==> config.mk <==
export PLATFORM = sky130hd
export DESIGN_NAME = fc_dot_ctrl_flat
export DESIGN_NICKNAME = d
export VERILOG_FILES = /design/src/rtl/fc_dot_ctrl_pkg.sv /design/src/rtl/fc_dot_ctrl_if.sv /design/src/rtl/fc_dot_ctrl_mac_mul16.sv /design/src/rtl/fc_dot_ctrl.sv /design/src/flat_wrapper.sv
export SDC_FILE = /design/constraint.sdc
export NUM_CORES = 1
export LEC_CHECK = 0
export ABC_AREA = 1
export BUFFER_PORTS_ARGS = -buffer_cell sky130_fd_sc_hd__buf_2
export CAP_MARGIN = 20
export CORE_MARGIN = 2
export CORE_UTILIZATION = 50
export DETAILED_ROUTE_END_ITERATION = 8
export GPL_TIMING_DRIVEN = 0
export MAX_ROUTING_LAYER = met4
export PLACE_DENSITY = 0.68
export REMOVE_ABC_BUFFERS = 1
export SLEW_MARGIN = 20
export SYNTH_ARGS = -nofsm -noshare
export SYNTH_HDL_FRONTEND = slang
export SYNTH_HIERARCHICAL = 1
export SYNTH_SLANG_ARGS = --single-unit
==> constraint.sdc <==
create_clock -name ap_clk -period 5.8 [get_ports ap_clk]
set_input_delay 1.16 -clock ap_clk [delete_from_list [all_inputs] [get_ports ap_clk]]
set_output_delay 1.16 -clock ap_clk [all_outputs]
set_load 0.02 [all_outputs]
==> src/rtl/fc_dot_ctrl_pkg.sv <==
// fc_pkg: shared state encoding, Q-format widths and saturation limits for the FC dot-product sequencer
package fc_pkg;
  typedef enum logic [1:0] {IDLE, RUN, DRAIN, DONE} state_t;
  localparam int FRAC_DEFAULT = 8;
  localparam int DATA_W = 16;
  localparam int PROD_W = 32;
  localparam logic signed [DATA_W-1:0] SAT_MAX = 16'sh7FFF;
  localparam logic signed [DATA_W-1:0] SAT_MIN = 16'sh8000;
endpackage

==> src/rtl/fc_dot_ctrl_if.sv <==
// fc_dot_ctrl_if: block handshake, operands, two ROM read ports and result of one neuron sequencer
// Ports: ap_start/ap_done/ap_idle/ap_ready handshake, len/bias operands, x_*/w_* read ports, y result.
// slave = the sequencer, master = the caller plus the memories.
interface fc_dot_ctrl_if #(parameter int AW = 10);
  import fc_pkg::*;
  logic ap_start;
  logic ap_done;
  logic ap_idle;
  logic ap_ready;
  logic [AW:0] len;
  logic signed [DATA_W-1:0] bias;
  logic [AW-1:0] x_address0;
  logic x_ce0;
  logic signed [DATA_W-1:0] x_q0;
  logic [AW-1:0] w_address0;
  logic w_ce0;
  logic signed [DATA_W-1:0] w_q0;
  logic signed [DATA_W-1:0] y;
  modport slave (
    input ap_start, len, bias, x_q0, w_q0,
    output ap_done, ap_idle, ap_ready, x_address0, x_ce0, w_address0, w_ce0, y
  );
  modport master (
    output ap_start, len, bias, x_q0, w_q0,
    input ap_done, ap_idle, ap_ready, x_address0, x_ce0, w_address0, w_ce0, y
  );
endinterface

==> src/rtl/fc_dot_ctrl_mac_mul16.sv <==
// fc_mac_mul16: combinational 16x16 signed multiplier feeding the registered product stage
// Ports: i_a, i_b signed operands; o_p full-precision signed product.
module fc_mac_mul16
  import fc_pkg::*;
(
  input  logic signed [DATA_W-1:0] i_a,
  input  logic signed [DATA_W-1:0] i_b,
  output logic signed [PROD_W-1:0] o_p
);
  assign o_p = i_a * i_b;
endmodule

==> src/rtl/fc_dot_ctrl.sv <==
// fc_dot_ctrl: streams LEN x/w pairs through one multiplier, accumulates, adds bias, rescales, ReLU, saturates
// Ports: ap_clk, ap_rst_n (async, active low); s = slave side of fc_dot_ctrl_if.
module fc_dot_ctrl
  import fc_pkg::*;
#(
  parameter int MAX_LEN = 1024,
  parameter int AW = 10,
  parameter int ACC_W = 40,
  parameter int FRAC = FRAC_DEFAULT,
  parameter int RELU = 1
) (
  input logic ap_clk,
  input logic ap_rst_n,
  fc_dot_ctrl_if.slave s
);
  // accumulator is widened if needed so that a full MAX_LEN run of extreme products cannot wrap
  localparam int AI_W = (ACC_W > PROD_W + AW + 1) ? ACC_W : PROD_W + AW + 1;
  state_t r_state, w_next;
  logic [AW:0] r_len, w_len;
  logic signed [DATA_W-1:0] r_bias, r_y, w_y;
  logic [AW-1:0] r_idx;
  logic [1:0] r_drain;
  logic r_v1, r_v2, w_last, w_start, w_run;
  logic signed [PROD_W-1:0] w_p, r_p;
  logic signed [AI_W-1:0] r_acc, w_s, w_r, w_rl;
  fc_mac_mul16 u_mul (.i_a(s.x_q0), .i_b(s.w_q0), .o_p(w_p));
  assign w_len = (s.len > (AW+1)'(MAX_LEN)) ? (AW+1)'(MAX_LEN) : s.len;
  assign w_start = (r_state == IDLE) && s.ap_start;
  assign w_run = (r_state == RUN);
  assign w_last = ({1'b0, r_idx} == r_len - 1'b1);
  assign s.ap_idle = (r_state == IDLE);
  assign s.ap_done = (r_state == DONE);
  assign s.ap_ready = (r_state == DONE);
  assign s.x_ce0 = w_run;
  assign s.w_ce0 = w_run;
  assign s.x_address0 = r_idx;
  assign s.w_address0 = r_idx;
  assign s.y = r_y;
  always_comb begin
    w_next = r_state;
    case (r_state)
      IDLE: w_next = s.ap_start ? ((w_len == '0) ? DRAIN : RUN) : IDLE;
      RUN: w_next = w_last ? DRAIN : RUN;
      DRAIN: w_next = (r_drain == 2'd2) ? DONE : DRAIN;
      default: w_next = IDLE;
    endcase
  end
  always_comb begin
    w_s = r_acc + ({{(AI_W-DATA_W){r_bias[DATA_W-1]}}, r_bias} << FRAC);
    w_r = w_s >>> FRAC;
    w_rl = (RELU != 0 && w_r < 0) ? '0 : w_r;
    w_y = (w_rl > AI_W'(SAT_MAX)) ? SAT_MAX : (w_rl < AI_W'(SAT_MIN)) ? SAT_MIN : w_rl[DATA_W-1:0];
  end
  always_ff @(posedge ap_clk or negedge ap_rst_n) begin
    if (!ap_rst_n) begin
      r_state <= IDLE;
      r_len <= '0;
      r_bias <= '0;
      r_idx <= '0;
      r_drain <= '0;
      r_v1 <= 1'b0;
      r_v2 <= 1'b0;
      r_p <= '0;
      r_acc <= '0;
      r_y <= '0;
    end else begin
      r_state <= w_next;
      r_v1 <= w_run;
      r_v2 <= r_v1;
      r_p <= w_p;
      r_drain <= (r_state == DRAIN) ? r_drain + 2'd1 : 2'd0;
      if (w_start) begin
        r_len <= w_len;
        r_bias <= s.bias;
        r_idx <= '0;
        r_acc <= '0;
      end else begin
        if (w_run) r_idx <= r_idx + 1'b1;
        if (r_v2) r_acc <= r_acc + {{(AI_W-PROD_W){r_p[PROD_W-1]}}, r_p};
      end
      // the last product lands in the accumulator on the edge ending the second drain cycle
      if (r_state == DRAIN && r_drain == 2'd2) r_y <= w_y;
    end
  end
endmodule

==> src/flat_wrapper.sv <==
// flat-port wrapper written by rule: the top's interface ports become plain ports
module fc_dot_ctrl_flat import fc_pkg::*;
#(
  parameter int MAX_LEN = 1024,
  parameter int AW = 10,
  parameter int ACC_W = 40,
  parameter int FRAC = FRAC_DEFAULT,
  parameter int RELU = 1
)
  (ap_clk, ap_rst_n, s_ap_start, s_len, s_bias, s_x_q0, s_w_q0, s_ap_done, s_ap_idle, s_ap_ready, s_x_address0, s_x_ce0, s_w_address0, s_w_ce0, s_y);
  fc_dot_ctrl_if #(.AW(AW)) s_i ();
  input logic ap_clk;
  input logic ap_rst_n;
  input wire logic [$bits(s_i.ap_start)-1:0] s_ap_start;
  input wire logic [$bits(s_i.len)-1:0] s_len;
  input wire logic [$bits(s_i.bias)-1:0] s_bias;
  input wire logic [$bits(s_i.x_q0)-1:0] s_x_q0;
  input wire logic [$bits(s_i.w_q0)-1:0] s_w_q0;
  output wire logic [$bits(s_i.ap_done)-1:0] s_ap_done;
  output wire logic [$bits(s_i.ap_idle)-1:0] s_ap_idle;
  output wire logic [$bits(s_i.ap_ready)-1:0] s_ap_ready;
  output wire logic [$bits(s_i.x_address0)-1:0] s_x_address0;
  output wire logic [$bits(s_i.x_ce0)-1:0] s_x_ce0;
  output wire logic [$bits(s_i.w_address0)-1:0] s_w_address0;
  output wire logic [$bits(s_i.w_ce0)-1:0] s_w_ce0;
  output wire logic [$bits(s_i.y)-1:0] s_y;
  assign s_i.ap_start = s_ap_start;
  assign s_i.len = s_len;
  assign s_i.bias = s_bias;
  assign s_i.x_q0 = s_x_q0;
  assign s_i.w_q0 = s_w_q0;
  assign s_ap_done = s_i.ap_done;
  assign s_ap_idle = s_i.ap_idle;
  assign s_ap_ready = s_i.ap_ready;
  assign s_x_address0 = s_i.x_address0;
  assign s_x_ce0 = s_i.x_ce0;
  assign s_w_address0 = s_i.w_address0;
  assign s_w_ce0 = s_i.w_ce0;
  assign s_y = s_i.y;
  fc_dot_ctrl #(.MAX_LEN(MAX_LEN), .AW(AW), .ACC_W(ACC_W), .FRAC(FRAC), .RELU(RELU)) u_core (.ap_clk(ap_clk), .ap_rst_n(ap_rst_n), .s(s_i));
endmodule
# == After elaboration in Yosys (flattened, before gate mapping) ==
# Index checks and enable logic that the tools add are counted.
# totals
inputBits,62
out_inout_bits,41
register_bits,134
wordCells,45
# classes
n_eq_ne,5
n_addsub,5
reduce_logical,6
multipliers,1
magnitude_cmp,4
n_mux,14
# ops
cell,count
2-to-1 mux 43 bit,3
adder 43 bit,2
> comparator 43 x 16 -> 1 bit (second input constant),1
less-than comparator 43 x 16 -> 1 bit (second input constant),1
less-than comparator 35 x 1 -> 1 bit (second input constant),1
multiplier 16 x 16 -> 32 bit,1
2-to-1 mux 16 bit,2
2-to-1 mux 10 bit,2
equality test 10 x 11 -> 1 bit,1
> comparator 11 bit (second input constant),1
zero test 11 bit,1
2-to-1 mux 11 bit,1
subtractor 11 x 1 -> 11 bit (second input constant),1
adder 10 x 1 -> 10 bit (second input constant),1
2-to-1 mux 2 bit,4
equality test 2 bit (second input constant),3
one-hot mux 2 bit (3 select lines),1
nonzero test 2 bit,2
adder 2 x 1 -> 2 bit (second input constant),1
equality test 2 x 1 -> 1 bit (second input constant),1
logical AND 1 bit,2
zero test 2 bit,1
2-to-1 mux 1 bit,1

# == Logic depth before layout (Yosys ltp) ==
# Gate-level depths: netlist (run 1).
# depth
depth_word,6
ltp_mapped,26
mapped_depth_nobuf,24

# == By module ==
# The synthesis (run 1) kept the hierarchy.
# modules_own_cells
module,instances,area_each_um2,seq_area_each_um2,cells_per_inst
fc_mac_mul16,1,10918.0,0.0,1483
fc_dot_ctrl,1,10631.4,3353.2,1584

# == Worst setup path before layout (run 1) ==
# Ideal clock, no wire load.
# synth_path
path_type,input to register
from,input s_w_q0[5]
to,register u_core.r_p[31]
slack_ps,-477
path_stages,21
t_required_ps,5684
n_path_buf,2
setup_ps,116
arrival_time_ps,6161
path_cell_list,clkbuf_1 clkbuf_1 nand2_1 fa_1 inv_1 fa_1 fa_1 fa_1 inv_1 fa_1 fa_1 inv_1 ha_1 nand2_1 nor3_1 and2_1 nand2_1 inv_1 nor2_1 nand2_1 nand2_1
# synth_between
elab_chain_len,1
# synth_rtl
element,line_no,rtl
start: declaration,flat_wrapper.sv:18,input wire logic [$bits(s_i.w_q0)-1:0] s_w_q0;
multiplier 16 x 16 -> 32 bit,fc_dot_ctrl_mac_mul16.sv:10,assign o_p = i_a * i_b;
named net u_core.w_p[31],fc_dot_ctrl.sv:24,"logic signed [PROD_W-1:0] w_p, r_p;"
end signal: assignment,fc_dot_ctrl.sv:70,r_p <= w_p;
end: declaration,fc_dot_ctrl.sv:24,
# The timed path passes the listed nets, and every way through them passes these cells.
# A chain may end at the register's enable or synchronous reset.

# == Worst setup path in the final report (run 1) ==
# layout_path
from,input s_w_q0[4]
to,register u_core.r_p[31]
# Same word-level chain as after synthesis.

==> impl_metrics.env, run 1 <==
export IMPL_outcome="completed"
export IMPL_min_from="u_core/r_v1"
export IMPL_ys_ff_latch=134
export IMPL_synth_ff_type="dfrtp_1"
export IMPL_dpl_hpwl_um=47960
export IMPL_portBuffers=102
export IMPL_grt_ovfl_total=0
export IMPL_final_antenna_net_count=0
export IMPL_diodes=0
export IMPL_min_period_over_period=0.9804
export IMPL_clock_sinks=134
export IMPL_cts_buffers_inserted=17
export IMPL_routedWlPerCell_um=15.80
export IMPL_arrival_ps=6030
export IMPL_multi_input_area_mm2=0.01583
export IMPL_crit_path_end_kind="register"
export IMPL_rrSetupSlack_ps=1920
export IMPL_relSlewSlack=0.3128
export IMPL_vias=19210
export IMPL_drt_iter0_drc=974
export IMPL_netlist_instances=3067
export IMPL_dp_slack_ps=-1038
export IMPL_grt_pass1_vias=20150
export IMPL_hp_class="reg2reg"
export IMPL_h_tree_depth=4
export IMPL_r2r_start="u_core/r_state[1]"
export IMPL_rows=76
export IMPL_worstHoldPathCells=0
export IMPL_routabilityCongestion=1.010
export IMPL_synthArstFlopShare=1.000
export IMPL_synth_edf_count=0
export IMPL_vias_per_cell=5.224
export IMPL_seq_area_mm2=0.003353
export IMPL_worstSetupPathType="in2reg"
export IMPL_core_mm2=0.04279
export IMPL_die_h_um=211.6
export IMPL_tightest_slew_ps=1028
export IMPL_fmax_mhz=175.9
export IMPL_finalCoreUtilization=0.5591
export IMPL_synth_cell_types=51
export IMPL_post_route_min_period_ps=5687
export IMPL_path_clk_slew_ps=60
export IMPL_grt_max_degree=80
export IMPL_setup_violations_final=0
export IMPL_clkLatencyLatePin_ps=450
export IMPL_gr_usage_all_layers=0.2760
export IMPL_io_pins=103
export IMPL_maxSlewViolCount=0
export IMPL_final_nets=3605
export IMPL_hold_viol=0
export IMPL_r2r_end="u_core/r_acc[6]"
export IMPL_path_max_fanout=16
export IMPL_crit_path_start_kind="input port"
export IMPL_yosysWarnings=6
export IMPL_fillers=4104
export IMPL_final_common_cell="nand2_1"
export IMPL_layout_drive_gt1_share=0.1070
export IMPL_reg2reg_depth=5
export IMPL_antenna_found_initial=0
export IMPL_hold_end="u_core/r_v2"
export IMPL_required_ps=6140
export IMPL_synth_seq_area_share=0.1556
export IMPL_cts_tree="done"
export IMPL_rsz0062_at_grt="true"
export IMPL_cts_root_buffer="clkbuf_16"
export IMPL_drv_cap=0
export IMPL_syn_cell_area_mm2=0.02155
export IMPL_syn_to_final_growth_pct=11.02
export IMPL_drc=0
export IMPL_floorplan_die_area_mm2=0.04477
export IMPL_die_x_um=211.6
export IMPL_start_util=0.5036
export IMPL_syn_avg_cell_area_um2=7.026
export IMPL_grt_first_pass_wirelength_um=96090
export IMPL_final_cell_mix="nand2_1, inv_1, fa_1"
export IMPL_fin_ws_ps=113.4
export IMPL_dr_pass1_iters=6
export IMPL_wl_um=58100
export IMPL_cts_buffer_depth=2
export IMPL_skew_ps=8.303
[synthesized netlist by cell type (3+ instances only)]
| cell type | count | area share |
|---|---|---|
| xor2_1 | 36 | 0.015 |
| nand2_2 | 16 | 0.0046 |
| inv_1 | 674 | 0.12 |
| nor2_4 | 5 | 0.0026 |
| buf_4 | 13 | 0.0045 |
| a21oi_1 | 116 | 0.027 |
| a21o_1 | 16 | 0.0056 |
| nor2_1 | 212 | 0.037 |
| dfrtp_1 | 134 | 0.16 |
| nor2_2 | 11 | 0.0032 |
| nand3b_1 | 8 | 0.0028 |
| nor3_1 | 18 | 0.0042 |
| nand2_1 | 897 | 0.16 |
| clkbuf_1 | 75 | 0.013 |
| nor3_2 | 5 | 0.0023 |
| o31ai_1 | 8 | 0.0028 |
| ha_1 | 161 | 0.093 |
| nand3_1 | 120 | 0.028 |
| a32o_1 | 4 | 0.0019 |
| a21boi_0 | 4 | 0.0014 |
| fa_1 | 264 | 0.25 |
| a31oi_1 | 4 | 0.0012 |
| or2_2 | 21 | 0.0061 |
| nand4_1 | 35 | 0.010 |
| o211ai_1 | 4 | 0.0014 |
| and2_1 | 3 | 0.00087 |
| o21ai_0 | 105 | 0.024 |
| nor4_1 | 8 | 0.0023 |
| o21bai_1 | 21 | 0.0073 |
| inv_2 | 11 | 0.0019 |
| o21a_1 | 3 | 0.0010 |
| o21ai_1 | 7 | 0.0016 |
| a21oi_2 | 5 | 0.0020 |
| xnor2_1 | 20 | 0.0081 |
| clkinv_1 | 3 | 0.00052 |
[timing repair]
item / 4_1_cts / 5_1_grt
resized for setup: 76 / 125
endpoints found under the setup margin: 18 / 20
pin swaps: 13 / 74
hold buffers: 0 / 0
buffers inserted: 6 / 13
[cell families after synthesis]
| family | synth area share |
|---|---|
| simple gates | 0.2623 |
| flops | 0.1556 |
| compound gates | 0.08169 |
| fa+ha+maj | 0.3387 |
| buf+inv | 0.1384 |
| mux | 0.0005225 |
| xor+xnor | 0.02276 |
[sequential cells by signal, summed over array words and instances, names as in the netlist]
register	count
u_core/s.w_address0	10
u_core/r_acc	43
u_core/r_bias	16
u_core/r_p	32
u_core/r_len	11
u_core/r_v2	1
u_core/r_v1	1
u_core/s.y	16
u_core/r_drain	2
u_core/r_state	2
[routing by layer]
layer	vias to the layer above	track usage	wire length (um)
li1	9380	-	-
met3	141	0.02819	2000
met1	9230	0.3119	24100
met2	459	0.4983	29800
met4	0	0.1151	2208
met5	-	-	0
[critical path, stage by stage]
cell     delay [ps]
buf_8           150
nand2_4          80
fa_1            540
inv_1            80
fa_2            710
fa_1            500
fa_1            510
fa_1            500
inv_1            50
fa_1            470
inv_1            60
ha_4            290
nand2_2         110
nor2_4          120
inv_2            60
nor2_4          150
and2_4          160
nand2_2          60
inv_1            90
nor2_2           50
nand2_1          60
nand2_1          50
[through the flow]
stage	instances	instance area, um2	hold slack [ps]	setup TNS, ps
finish	3677	23920	355.0	0
global route	3677	23920	377.6	-122.2
CTS	3664	23300	362.3	0
global placement	3624	22340	338.0	-48800
floorplan	2976	21150	331.2	-2122
detailed placement	3626	22410	337.2	-15100
[worst max-delay path by stage]
stage	start	to	slack, ps	cells after the start
2_1_floorplan	s_w_q0[15]	u_core/r_p[31]	-230	22
3_3_place_gp	s_w_q0[1]	u_core/r_p[30]	-940	19
3_5_place_dp	s_w_q0[1]	u_core/r_p[31]	-1040	20
4_1_cts	s_w_q0[15]	u_core/r_p[21]	4	20
5_1_grt	s_w_q0[4]	u_core/r_p[31]	-40	22
6_report	s_w_q0[4]	u_core/r_p[31]	110	22
[area by class of cell]
class | count | area share
clock inverter | 13 | 0.004759
tap | 546 | 0.02855
timing repair buffer | 123 | 0.03760
inverter | 688 | 0.1083
clock buffer | 19 | 0.01893
sequential | 134 | 0.1402
multi-input combinational | 2154 | 0.6617
Power of run 1 is not shown: default switching activity piles up to over one toggle a cycle in this logic, so the estimate is an artifact.
==> inputs of run 2 (changes only) <==
--- a/config.mk
+++ b/config.mk
@@ -9,11 +9,12 @@
 export BUFFER_PORTS_ARGS = -buffer_cell sky130_fd_sc_hd__buf_2
 export CAP_MARGIN = 20
 export CORE_MARGIN = 2
-export CORE_UTILIZATION = 50
+export CORE_UTILIZATION = 65
 export DETAILED_ROUTE_END_ITERATION = 8
+export GPL_ROUTABILITY_DRIVEN = 0
 export GPL_TIMING_DRIVEN = 0
 export MAX_ROUTING_LAYER = met4
-export PLACE_DENSITY = 0.68
+export PLACE_DENSITY = 0.85
 export REMOVE_ABC_BUFFERS = 1
 export SLEW_MARGIN = 20
 export SYNTH_ARGS = -nofsm -noshare
==> impl_metrics.env, run 2 (synthesized netlist as in run 1, its figures left out) <==
export IMPL_outcome="finished, violations left"
export IMPL_violations="setup timing"
export IMPL_final_cell_mix="nand2_1, inv_1, fa_1"
export IMPL_relSlewSlack=0.3159
export IMPL_cts_buffer_depth=2
export IMPL_hold_viol=0
export IMPL_cts_tree="done"
export IMPL_path_buf_inv=7
export IMPL_floorplan_die_area_mm2=0.03463
export IMPL_grt_max_degree=99
export IMPL_drt_iter0_drc=1640
export IMPL_skew_ps=13.19
export IMPL_grt_pass1_vias=20830
export IMPL_crit_path_end_kind="register"
export IMPL_dp_cells=3522
export IMPL_path_clk_slew_ps=70
export IMPL_largest_reg_flops=43
export IMPL_fillers=2288
export IMPL_seq_area_mm2=0.003353
export IMPL_dr_pass1_iters=9
export IMPL_cts_hold_buf=0
export IMPL_path_max_fanout=7
export IMPL_diodes=0
export IMPL_maxSlewViolCount=0
export IMPL_clock_sinks=134
export IMPL_hp_class="reg2reg"
export IMPL_syn_to_final_growth_pct=11.19
export IMPL_cpLargestDelayFamily="adder cells"
export IMPL_cp_common_cell="fa_1"
export IMPL_die_h_um=186.1
export IMPL_routedWlPerCell_um=16.96
export IMPL_gr_usage_all_layers=0.3524
export IMPL_dp_slack_ps=-1059
export IMPL_tightest_slew_ps=1024
export IMPL_wl_um=60810
export IMPL_rsz0062_at_grt="true"
export IMPL_cts_root_buffer="clkbuf_16"
export IMPL_crit_path_start_kind="input port"
export IMPL_fmax_mhz=166.3
export IMPL_core_mm2=0.03262
export IMPL_setup_violations_final=10
export IMPL_critPathMaxStageDelay_ps=580
export IMPL_vias_per_cell=5.752
export IMPL_rows=66
export IMPL_top_regs="u_core/r_acc (43), u_core/r_p (32)"
export IMPL_grt_first_pass_wirelength_um=94460
export IMPL_post_route_min_period_ps=6012
export IMPL_path_cells="buf_6, clkinvlp_4, buf_6, buf_4, nor2_4, fa_1, fa_1, fa_1, fa_1, fa_1, inv_1, fa_1, inv_1, ha_2, nand2_4, nor2_4, inv_2, nor2_4, nand4_1, nand3b_1, xor2_1"
export IMPL_layoutNonFillerInstCount=3585
export IMPL_h_tree_depth=4
export IMPL_drc=0
export IMPL_io_pins=103
export IMPL_final_common_cell="nand2_1"
export IMPL_finalCoreUtilization=0.7346
export IMPL_cts_buffers_inserted=17
export IMPL_required_ps=6140
export IMPL_fin_ws_ps=-212.0
export IMPL_antenna_found_initial=0
export IMPL_arrival_ps=6350
export IMPL_min_period_over_period=1.037
export IMPL_final_antenna_net_count=0
export IMPL_grt_ovfl_total=0
export IMPL_worstSetupPathType="in2reg"
export IMPL_clkLatencyLatePin_ps=440
export IMPL_portBuffers=102
export IMPL_die_x_um=186.1
export IMPL_layout_drive_gt1_share=0.1158
export IMPL_final_nets=3617
export IMPL_drv_cap=0
export IMPL_multi_input_area_mm2=0.01587
export IMPL_vias=20620
export IMPL_largest_register="u_core/r_acc"
export IMPL_hold_slack_ps=361.4
export IMPL_dpl_hpwl_um=44970
export IMPL_crit_slowest_cell="fa_1"
export IMPL_start_util=0.6606
## run 2: changes by cell type in the layout (fill, tap and decap cells not counted), moves of 5 or more
cell / change
buf_4: +10
nor2_1: -6
nand2_1: -6
nor2_2: +5
nand2_2: +7
a21oi_1: -5
## run 2: metrics by stage
step	TNS, ps	cell area [um2]
final	-764.2	23960
after global routing	-2064	23960
after CTS	-49.00	23200
after detailed placement	-14250	22280
after global placement	-36530	22210
after floorplan	-2122	21150
## run 2: final timing paths
path / to / slack, ps / start / depth (start not counted)
worst min register to register: u_core/r_v2 / 360 / u_core/r_v1 / 0
worst min-delay path: u_core/r_v2 / 360 / u_core/r_v1 / 0
min in group asynchronous: u_core/r_len[1] / 590 / ap_rst_n / 1
worst max register to register: u_core/r_acc[5] / 1980 / u_core/r_state[1] / 5
max in group asynchronous: u_core/r_acc[27] / 4450 / ap_rst_n / 2
worst max-delay path: u_core/r_p[23] / -210 / s_w_q0[15] / 21
## run 2: area by class of cell
cell class	count	share of cell area
clock buffers	17	0.01775
clock inverters	15	0.006214
inverters	688	0.1081
multi-input cells	2154	0.6624
flip-flops and latches	134	0.1399
well taps	442	0.02308
repair buffers	135	0.04250
## run 2: timing repair
action                                  4_1_cts  5_1_grt
endpoints found under the hold margin         0        0
resized for setup                            66      167
buffers inserted                             10       21
endpoints found under the setup margin       16       20
pin swaps                                    12       82
## run 2: layer usage
layer,up-vias,share of wire,global-route usage
met3,365,0.077,0.04481
met5,-,0,-
met4,0,0.063,0.1865
met2,1228,0.49,0.6181
li1,9396,-,-
met1,9631,0.37,0.3927
Power of run 2 is left out for the same reason.
